$ cat src/rtl/id_hazard_pkg.sv
// id_hazard_pkg: shared constants and width helpers for the ID hazard scoreboard.
// Optional forwarding is selected by the ID_HAZARD_FWD_EN macro in id_hazard_sb.
package id_hazard_pkg;

  // Default register address width (32 architectural registers)
  localparam int ADDR_W_DEF = 5;

  // Select value meaning "read operand from the register file"
  localparam int FWD_SEL_RF = 0;

  // Width of a bypass select: values 0..DEPTH
  function automatic int sel_w(input int depth);
    return $clog2(depth + 1);
  endfunction

  // Width of a slot index: values 0..DEPTH-1, never narrower than one bit
  function automatic int idx_w(input int depth);
    return (depth > 1) ? $clog2(depth) : 1;
  endfunction

endpackage

$ cat src/rtl/id_hazard_match.sv
// id_hazard_match: compares one source register against every scoreboard slot
// and reports whether it conflicts, which slot is the youngest match, and
// whether that youngest match is a load still sitting in slot 0.
module id_hazard_match
  import id_hazard_pkg::*;
#(
  parameter int ADDR_W = ADDR_W_DEF,
  parameter int DEPTH  = 3,
  localparam int IDX_W = idx_w(DEPTH)
) (
  input  logic [ADDR_W-1:0]             i_addr,
  input  logic                          i_en,
  input  logic [DEPTH-1:0]              i_sb_v,
  input  logic [DEPTH-1:0][ADDR_W-1:0]  i_sb_addr,
  input  logic [DEPTH-1:0]              i_sb_ld,
  output logic                          o_hit,
  output logic [IDX_W-1:0]              o_idx,
  output logic                          o_ld_hit
);

  logic [DEPTH-1:0] w_slot_hit;
  logic             w_youngest_ld;

  // x0 is hard-wired zero, so it can never be a true dependency
  genvar gi;
  generate
    for (gi = 0; gi < DEPTH; gi++) begin : g_slot
      assign w_slot_hit[gi] = i_en && (i_addr != '0) && i_sb_v[gi] &&
                              (i_sb_addr[gi] == i_addr);
    end
  endgenerate

  // Priority pick: scanning from oldest to youngest lets the lowest index win
  always_comb begin
    o_idx         = '0;
    w_youngest_ld = 1'b0;
    for (int i = DEPTH - 1; i >= 0; i--) begin
      if (w_slot_hit[i]) begin
        o_idx         = IDX_W'(i);
        w_youngest_ld = i_sb_ld[i];
      end
    end
    o_hit    = |w_slot_hit;
    o_ld_hit = o_hit && (o_idx == '0) && w_youngest_ld;
  end

endmodule

$ cat src/rtl/id_hazard_sb.sv
// id_hazard_sb: register-hazard scoreboard between decode and the ID/EX
// register. Slot 0 is EX, slot DEPTH-1 is write-back.
// Build option: define ID_HAZARD_FWD_EN to emit bypass selects instead of
// stalling (only load-use from slot 0 stalls). Undefined = stall-only mode.
module id_hazard_sb
  import id_hazard_pkg::*;
#(
  parameter int ADDR_W = ADDR_W_DEF,
  parameter int DEPTH  = 3,
  parameter int PC_W   = 64,
  parameter int CNT_W  = 32
) (
  input  logic                     clk,
  input  logic                     rst_n,
  input  logic                     id_valid,
  input  logic [PC_W-1:0]          id_pc,
  input  logic [ADDR_W-1:0]        id_rs1_addr,
  input  logic [ADDR_W-1:0]        id_rs2_addr,
  input  logic                     id_rs1_en,
  input  logic                     id_rs2_en,
  input  logic [ADDR_W-1:0]        id_rd_addr,
  input  logic                     id_rd_wen,
  input  logic                     id_is_load,
  input  logic                     flush,
  output logic                     stall_o,
  output logic [sel_w(DEPTH)-1:0]  fwd_rs1_sel,
  output logic [sel_w(DEPTH)-1:0]  fwd_rs2_sel,
  output logic [sel_w(DEPTH)-1:0]  busy_cnt,
  output logic [CNT_W-1:0]         stall_cnt
);

  localparam int SEL_W = sel_w(DEPTH);
  localparam int IDX_W = idx_w(DEPTH);

  logic [DEPTH-1:0]             r_sb_v;
  logic [DEPTH-1:0][ADDR_W-1:0] r_sb_addr;
  logic [DEPTH-1:0]             w_sb_ld;
  logic [CNT_W-1:0]             r_stall_cnt;

  logic [1:0][ADDR_W-1:0]       w_src_addr;
  logic [1:0]                   w_src_en;
  logic [1:0]                   w_hit;
  logic [1:0][IDX_W-1:0]        w_idx;
  logic [1:0]                   w_ld_hit;
  logic [1:0][SEL_W-1:0]        w_sel;
  logic                         w_ins;
  logic                         w_unused_sig;

  assign w_src_addr = {id_rs2_addr, id_rs1_addr};
  assign w_src_en   = {id_valid & id_rs2_en, id_valid & id_rs1_en};

  // One matcher per source operand
  genvar gi;
  generate
    for (gi = 0; gi < 2; gi++) begin : g_src
      id_hazard_match #(
        .ADDR_W (ADDR_W),
        .DEPTH  (DEPTH)
      ) u_match (
        .i_addr    (w_src_addr[gi]),
        .i_en      (w_src_en[gi]),
        .i_sb_v    (r_sb_v),
        .i_sb_addr (r_sb_addr),
        .i_sb_ld   (w_sb_ld),
        .o_hit     (w_hit[gi]),
        .o_idx     (w_idx[gi]),
        .o_ld_hit  (w_ld_hit[gi])
      );
    end
  endgenerate

`ifdef ID_HAZARD_FWD_EN
  logic [DEPTH-1:0] r_sb_ld;
  assign w_sb_ld = r_sb_ld;

  // Only a load still in EX cannot be bypassed; everything else forwards
  assign stall_o = w_ld_hit[0] | w_ld_hit[1];

  generate
    for (gi = 0; gi < 2; gi++) begin : g_sel
      assign w_sel[gi] = (w_hit[gi] && !w_ld_hit[gi]) ?
                         SEL_W'(w_idx[gi]) + SEL_W'(1) : SEL_W'(FWD_SEL_RF);
    end
  endgenerate

  // Load flag travels with its slot; a flush kills the EX occupant too
  always_ff @(posedge clk or negedge rst_n) begin
    if (!rst_n) begin
      r_sb_ld <= '0;
    end else begin
      r_sb_ld[0] <= w_ins & id_is_load;
      for (int i = 1; i < DEPTH; i++) begin
        r_sb_ld[i] <= (i == 1 && flush) ? 1'b0 : r_sb_ld[i-1];
      end
    end
  end
`else
  assign w_sb_ld = '0;
  assign stall_o = w_hit[0] | w_hit[1];
  assign w_sel   = '0;
`endif

  // Trace-only and mode-dependent signals folded here to keep lint quiet
  assign w_unused_sig = ^{id_pc, id_is_load, w_idx, w_ld_hit};

  assign fwd_rs1_sel = w_sel[0];
  assign fwd_rs2_sel = w_sel[1];

  // x0 writes are architecturally void, so they never occupy a slot
  assign w_ins = id_valid & ~stall_o & ~flush & id_rd_wen & (id_rd_addr != '0);

  // Slot 0 takes the issuing instruction or a bubble
  always_ff @(posedge clk or negedge rst_n) begin
    if (!rst_n) begin
      r_sb_v[0]    <= 1'b0;
      r_sb_addr[0] <= '0;
    end else begin
      r_sb_v[0]    <= w_ins;
      r_sb_addr[0] <= id_rd_addr;
    end
  end

  // Older slots shift every cycle; on flush the EX occupant is killed, so
  // it becomes a bubble rather than advancing into slot 1
  generate
    for (gi = 1; gi < DEPTH; gi++) begin : g_shift
      always_ff @(posedge clk or negedge rst_n) begin
        if (!rst_n) begin
          r_sb_v[gi]    <= 1'b0;
          r_sb_addr[gi] <= '0;
        end else begin
          r_sb_v[gi]    <= (gi == 1 && flush) ? 1'b0 : r_sb_v[gi-1];
          r_sb_addr[gi] <= r_sb_addr[gi-1];
        end
      end
    end
  endgenerate

  // Occupancy is the popcount of the valid bits
  always_comb begin
    busy_cnt = '0;
    for (int i = 0; i < DEPTH; i++) begin
      busy_cnt = busy_cnt + SEL_W'(r_sb_v[i]);
    end
  end

  // Saturating stall-cycle counter for performance monitoring
  always_ff @(posedge clk or negedge rst_n) begin
    if (!rst_n) begin
      r_stall_cnt <= '0;
    end else if (stall_o && (r_stall_cnt != '1)) begin
      r_stall_cnt <= r_stall_cnt + 1'b1;
    end
  end

  assign stall_cnt = r_stall_cnt;

endmodule

$ cat config.mk
export PLATFORM = sky130hd
export DESIGN_NAME = id_hazard_sb
export DESIGN_NICKNAME = d
export VERILOG_FILES = /design/src/rtl/id_hazard_pkg.sv /design/src/rtl/id_hazard_match.sv /design/src/rtl/id_hazard_sb.sv
export SDC_FILE = /design/constraint.sdc
export NUM_CORES = 1
export LEC_CHECK = 0
export BUFFER_PORTS_ARGS = -buffer_cell sky130_fd_sc_hd__buf_4
export CORE_MARGIN = 5
export CORE_UTILIZATION = 45
export DETAILED_ROUTE_END_ITERATION = 8
export GPL_TIMING_DRIVEN = 0
export PLACE_DENSITY = 0.83
export SETUP_SLACK_MARGIN = 0.3
export SLEW_MARGIN = 20
export SYNTH_ARGS = -nofsm -noshare
export SYNTH_HDL_FRONTEND = slang
export SYNTH_SLANG_ARGS = --single-unit
$ cat constraint.sdc
create_clock -name clk -period 5.6 [get_ports clk]
set_input_delay 0.56 -clock clk [delete_from_list [all_inputs] [get_ports clk]]
set_output_delay 0.56 -clock clk [all_outputs]
set_load 0.03 [all_outputs]
=== After elaboration in Yosys (flattened, before gate mapping) ===
Index checks and enable logic that the tools add are counted.

* Add/subtract/negate cells: 3
* Multipliers: 0
* Div/mod/pow operators: 0
* Magnitude comparators: 0
* Eq/ne operators: 7
* Shifts and indexed selects: 0
* Multiplexer cells: 1
* Bitwise logic cells: 9
* Reduce and logical (&&, ||, !) cells: 20

{| class="wikitable"
|+ Operators with widths
! operator !! number
|-
| 32-bit by 1-bit adder with 32-bit output (second input constant) || 1
|-
| 32-bit != test (second input constant) || 1
|-
| 5-bit equality test || 6
|-
| 1-bit logical AND || 15
|-
| 5-bit nonzero test || 3
|-
| 1-bit bitwise AND || 6
|-
| 3-bit OR reduction || 2
|-
| 1-bit by 1-bit adder with 2-bit output || 1
|-
| 2-bit by 1-bit adder with 2-bit output || 1
|-
| 1-bit inverter || 2
|-
| 1-bit 2-to-1 mux || 1
|-
| 1-bit OR || 1
|}

* Register bits after elaboration: 50
* Bits in latches: 0
* Memory bits (writable): 0
* Bits in read-only memories: 0
* Input bits: 87
* Output and inout bits: 39
* Word-level logic and storage cells: 47
* Memories kept: 0

=== Longest topological paths before layout ===
* Depth in word-level cells: 11
* Depth in mapped cells: 9
* Gate-level depth less buffers: 8

=== Cells and area by module ===
Synthesis repeated with hierarchy kept, for this count alone.

* Cells, all modules: 239
* Area, all modules: 2645.0 µm²

{| class="wikitable"
|+ Modules (own cells, without submodules)
! module !! times used !! cells each !! area each (µm²)
|-
| id_hazard_sb || 1 || 183 || 2199.6
|-
| id_hazard_match || 2 || 28 || 222.7
|}

=== Worst setup path before layout ===
OpenSTA, ideal clock, no wires.

* Kind: input -> output
* Start: input id_rs2_addr[1]
* End: output stall_o
* Arrival: 1614 ps
* Data required time: 5040 ps
* Path slack: 3426 ps
* Cell stages on the path: 4
* Path through: or4_1 > o211ai_1 > a31o_1 > nand2_1

* Cells in the longest elaborated chain, start to end: 6
* Elaborated cells between the ends (all ways): 13
* Those cells by class: eq/ne (3); bitwise (1); reduce/logical (9)

{| class="wikitable"
|+ Ends and longest elaborated chain
! item !! RTL line !! text
|-
| start, declared || id_hazard_sb.sv:18 || <nowiki>input logic [ADDR_W-1:0] id_rs2_addr,</nowiki>
|-
| 5-bit nonzero test || id_hazard_match.sv:28 || <nowiki>assign w_slot_hit[gi] = i_en && (i_addr != '0) && i_sb_v[gi] &&</nowiki>
|-
| 1-bit logical AND (3 in a row) || id_hazard_match.sv:28 ||
|-
| 3-bit OR reduction * || id_hazard_match.sv:43 || <nowiki>o_hit = |w_slot_hit;</nowiki>
|-
| 1-bit OR * || id_hazard_sb.sv:99 || <nowiki>assign stall_o = w_hit[0] | w_hit[1];</nowiki>
|-
| end, declared || id_hazard_sb.sv:25 || <nowiki>output logic stall_o,</nowiki>
|}

Mark *: on every way between the ends. The rest lies on a longest branch, timed or not.

=== Final worst setup path ===
* Start: register r_sb_addr[11] (netlist name)
* End: output stall_o

* Cells in the longest elaborated chain, start to end: 4
* Elaborated cells between the ends (all ways): 7
* Those cells by class: eq/ne (2); bitwise (1); reduce/logical (4)

{| class="wikitable"
|+ Ends and longest elaborated chain
! item !! RTL line !! text
|-
| start, declared || id_hazard_sb.sv:36 || <nowiki>logic [DEPTH-1:0][ADDR_W-1:0] r_sb_addr;</nowiki>
|-
| start signal, assigned by index || id_hazard_sb.sv:133 || <nowiki>r_sb_addr[gi] <= r_sb_addr[gi-1];</nowiki>
|-
| 5-bit equality test || id_hazard_match.sv:29 || <nowiki>(i_sb_addr[gi] == i_addr);</nowiki>
|-
| 1-bit logical AND || id_hazard_match.sv:28 ||
|-
| 3-bit OR reduction || id_hazard_match.sv:43 ||
|-
| 1-bit OR * || id_hazard_sb.sv:99 ||
|}

Marked as above.

==> impl_results.md <==
- Max Clock Freq: between 300 and 400 MHz
- Die Y: approximately 83 µm
- CP startpoint kind: register
- Cell chosen for the clock root: clkbuf_8
- Final core utilization: 0.585
- Switching Share: 0.250
- PD cells: roughly 210 nW/µm²
- Portion of netlist area occupied by mux cells: 0.00468
- Grt total ovfl: 0
- Starting Density: 0.468
- Post-CTS Setup Bufs: 0
- Worst-Skew Late Latency: around 310 ps
- Crit Path Category: register to primary output
- Power, Total: 0.646 mW
- Vias per cell: about 5
- CTS tree: done
- Reg power frac: 0.588
- Sequential share of the synthesized area: 0.520
- PostCTS Resize Cnt: 0
- Reg2Reg Depth: 8
- Required time worst endpoint: between 5000 and 6000 ps
- Peak supply drop: ~0.16 mV
- Hold Path Class: primary input to async pin
- Nets: 363
- Syn_area_per_cell: approximately 12 µm²
- Die area: 6910 µm²
- Total wire length: about 5300 µm
- Gate Count Post-Synth: 208
- Final hold vios: 0
- Share of layout cells above drive strength 1: 0.263
- Initial antenna violation count: 0
- LEAKAGE: 1.38 nW
- Max_cap viols: 0
- DRC: 0
- Top cells by area, synth: dfrtp_1 (52%), xnor2_1 (13%), xor2_1 (9.1%)
- Area of the core: just over 5000 µm²
- Crit path max-delay cell type: dfrtp_1
- HPWL Detailed: 4030 µm
- Post-synth cell types: 27
- DIE WIDTH: between 80 and 90 µm
- Max Clock Skew: 9.56 ps
- Rel. slew slack: 0.577
- Simple-gate share of the synthesized area: 0.179
- Routability cong.: about 0.86
- CP max FO: 2
- Switching power total: between 0.15 and 0.2 mW
- RSZ-0062 raised after global routing: no
- Combinational family with the most area after synthesis: XOR/XNOR gates
- Largest area contributor in the netlist: dfrtp_1
- CP Data Arrival Time: roughly 2000 ps
- Largest stage delay, worst path: roughly 420 ps
- Mapped Area: 2410 µm²
- Largest net degree at the start of global routing: 51
- First-pass GRT wire length: a little over 9000 µm
- Area delta synth->final: 24.9%
- Via count: approximately 1,800
- GR Util All Layers: 0.160
- Fin crit period: 2560 ps
- CTS sink cnt: 50
- Total negative slack: 0 ps
- Core Rows: 26
- Clk slew on worst S/H paths: approximately 90 ps
- Count of hold buffers inserted by post-cts repair: 0
- I/O pins: 126
- Period Utilization, post-route: 0.457
- DR iter-0 viols: 74
- Compound-Gate Fraction of Synth Area: 0.0286
- Post-synthesis xor/xnor area fraction: 0.222
- Pint: just under 0.5 mW
- Port bufs: 56
- Crit-path cells: xor2_1 > nor4_1 > nand3_1 > a31o_1 > nand2_1 > buf_4
- Slew Limit Fails: 0
- Seq cells post-synth: 50
- YS warnings: 0
- Setup violators final: 0
- ANT cells: 0
- Yosys top cell area share: 0.520
- Setup crit end kind: primary output
- Number of global-route vias before repair: between 1,500 and 2,000
- Worst-case clock buffer depth: 2
- Worst-margin pin slew: between 600 and 700 ps
- DRT antenna net count: 0
- CTS Buf Count: 5
- Wire per inst: between 15 and 20 µm
- Outcome: completed
- H-tree levels: 2
- Pre-antenna DRT Iters: 4
- Post-Synth Adder-Cell Area: 0.0135
- Gate power share: 0.102
- Clock power frac: 0.310
==> power groups by stage <==
stage                     clock network (mW)  logic [mW]  registers [mW]
final                                  0.200      0.0660           0.380
after global routing                   0.222      0.0730           0.382
after CTS                              0.204      0.0670           0.380
after detailed placement                   0      0.0667           0.387
after global placement                     0      0.0649           0.387
after floorplan                            0      0.0284           0.390
==> cells by family after synthesis <==
| logic type | count (synthesis) |
|---|---|
| AOI/OAI and AO/OA | 6 |
| xor gates and xnor gates | 61 |
| adders and majority gates | 2 |
| buffers and inverters | 10 |
| DFF | 50 |
| muxes | 1 |
| other | 1 |
| and+or+nand+nor | 77 |
==> Yosys cell counts <==
cell,count
mux2_2,1
o2111ai_1,1
clkbuf_1,1
xnor2_1,36
and3_1,8
a32oi_4,1
nor2b_1,2
conb_1,1
inv_1,2
buf_6,3
o211ai_1,2
ha_1,1
a31o_1,2
nand4_1,17
and4_1,3
xor2_1,25
nand2b_1,1
nor3_1,3
nor4_1,6
buf_4,4
nor2_2,1
nand2_1,9
fa_1,1
nand3_1,19
dfrtp_1,50
or4_1,3
nor2_1,5
==> final timing paths <==
path	from	end	slack [ps]
max	r_sb_addr[11]	stall_o	3040
min	rst_n	r_sb_addr[14]	270
max reg2reg	r_sb_addr[11]	stall_cnt[30]	3300
min reg2reg	r_sb_addr[7]	r_sb_addr[12]	440
max in group asynchronous	rst_n	stall_cnt[29]	4900
min in group clk	id_rd_addr[4]	r_sb_addr[4]	370
==> routing by layer <==
layer / global-route usage / part of all wire / vias up
met5: 0 / 0 / -
met4: 0.0505 / 0.017 / 0
met3: 0.0356 / 0.038 / 8
met2: 0.271 / 0.49 / 38
met1: 0.204 / 0.45 / 871
li1: - / - / 853
==> registers in the layout, indices dropped and copies added, names as in the netlist <==
name,flops
r_sb_v,3
stall_cnt,32
r_sb_addr,15
==> through the flow <==
| step | cells | setup WS [ps] | instance area, µm² | hold slack [ps] |
|---|---|---|---|---|
| after CTS | 344 | 3030 | 3010 | 300 |
| after global routing | 344 | 2910 | 3010 | 330 |
| after floorplan | 211 | 3430 | 2420 | 264 |
| after detailed placement | 337 | 3080 | 2930 | 428 |
| after global placement | 337 | 3130 | 2930 | 416 |
| final | 344 | 3040 | 3010 | 271 |
==> worst max-delay path: cells and delay by family, from the launching register on <==
family,cells,cell delay (ps)
and+or+nand+nor,3,660
buffers and inverters,1,170
DFF,1,420
xor gates and xnor gates,1,150
AOI/OAI and AO/OA,1,290
==> layout make-up <==
class / instances / area, µm²
clock inverter: 1 / 7.51
tap: 70 / 87.6
clock buffer: 6 / 72.6
inverter: 2 / 7.51
buffer: 8 / 67.6
timing repair buffer: 56 / 420
sequential: 50 / 1250
fill: 463 / 2130
multi-input combinational: 151 / 1090
==> cell usage in the layout, fill, tap and decap left out, drive strengths merged <==
master    count
dfrtp        50
xnor2        36
xor2         25
nand2         9
inv           2
nand3        19
clkbuf        7
or4           3
a31o          2
nor2b         2
nand2b        1
o211ai        2
and4          3
and3          8
nor3          3
ha            1
clkinvlp      1
o2111ai       1
fa            1
conb          4
a32oi         1
nor4          6
nand4        17
buf          63
mux2          1
nor2          6
Note: power is estimated with default switching activity, not from simulation.
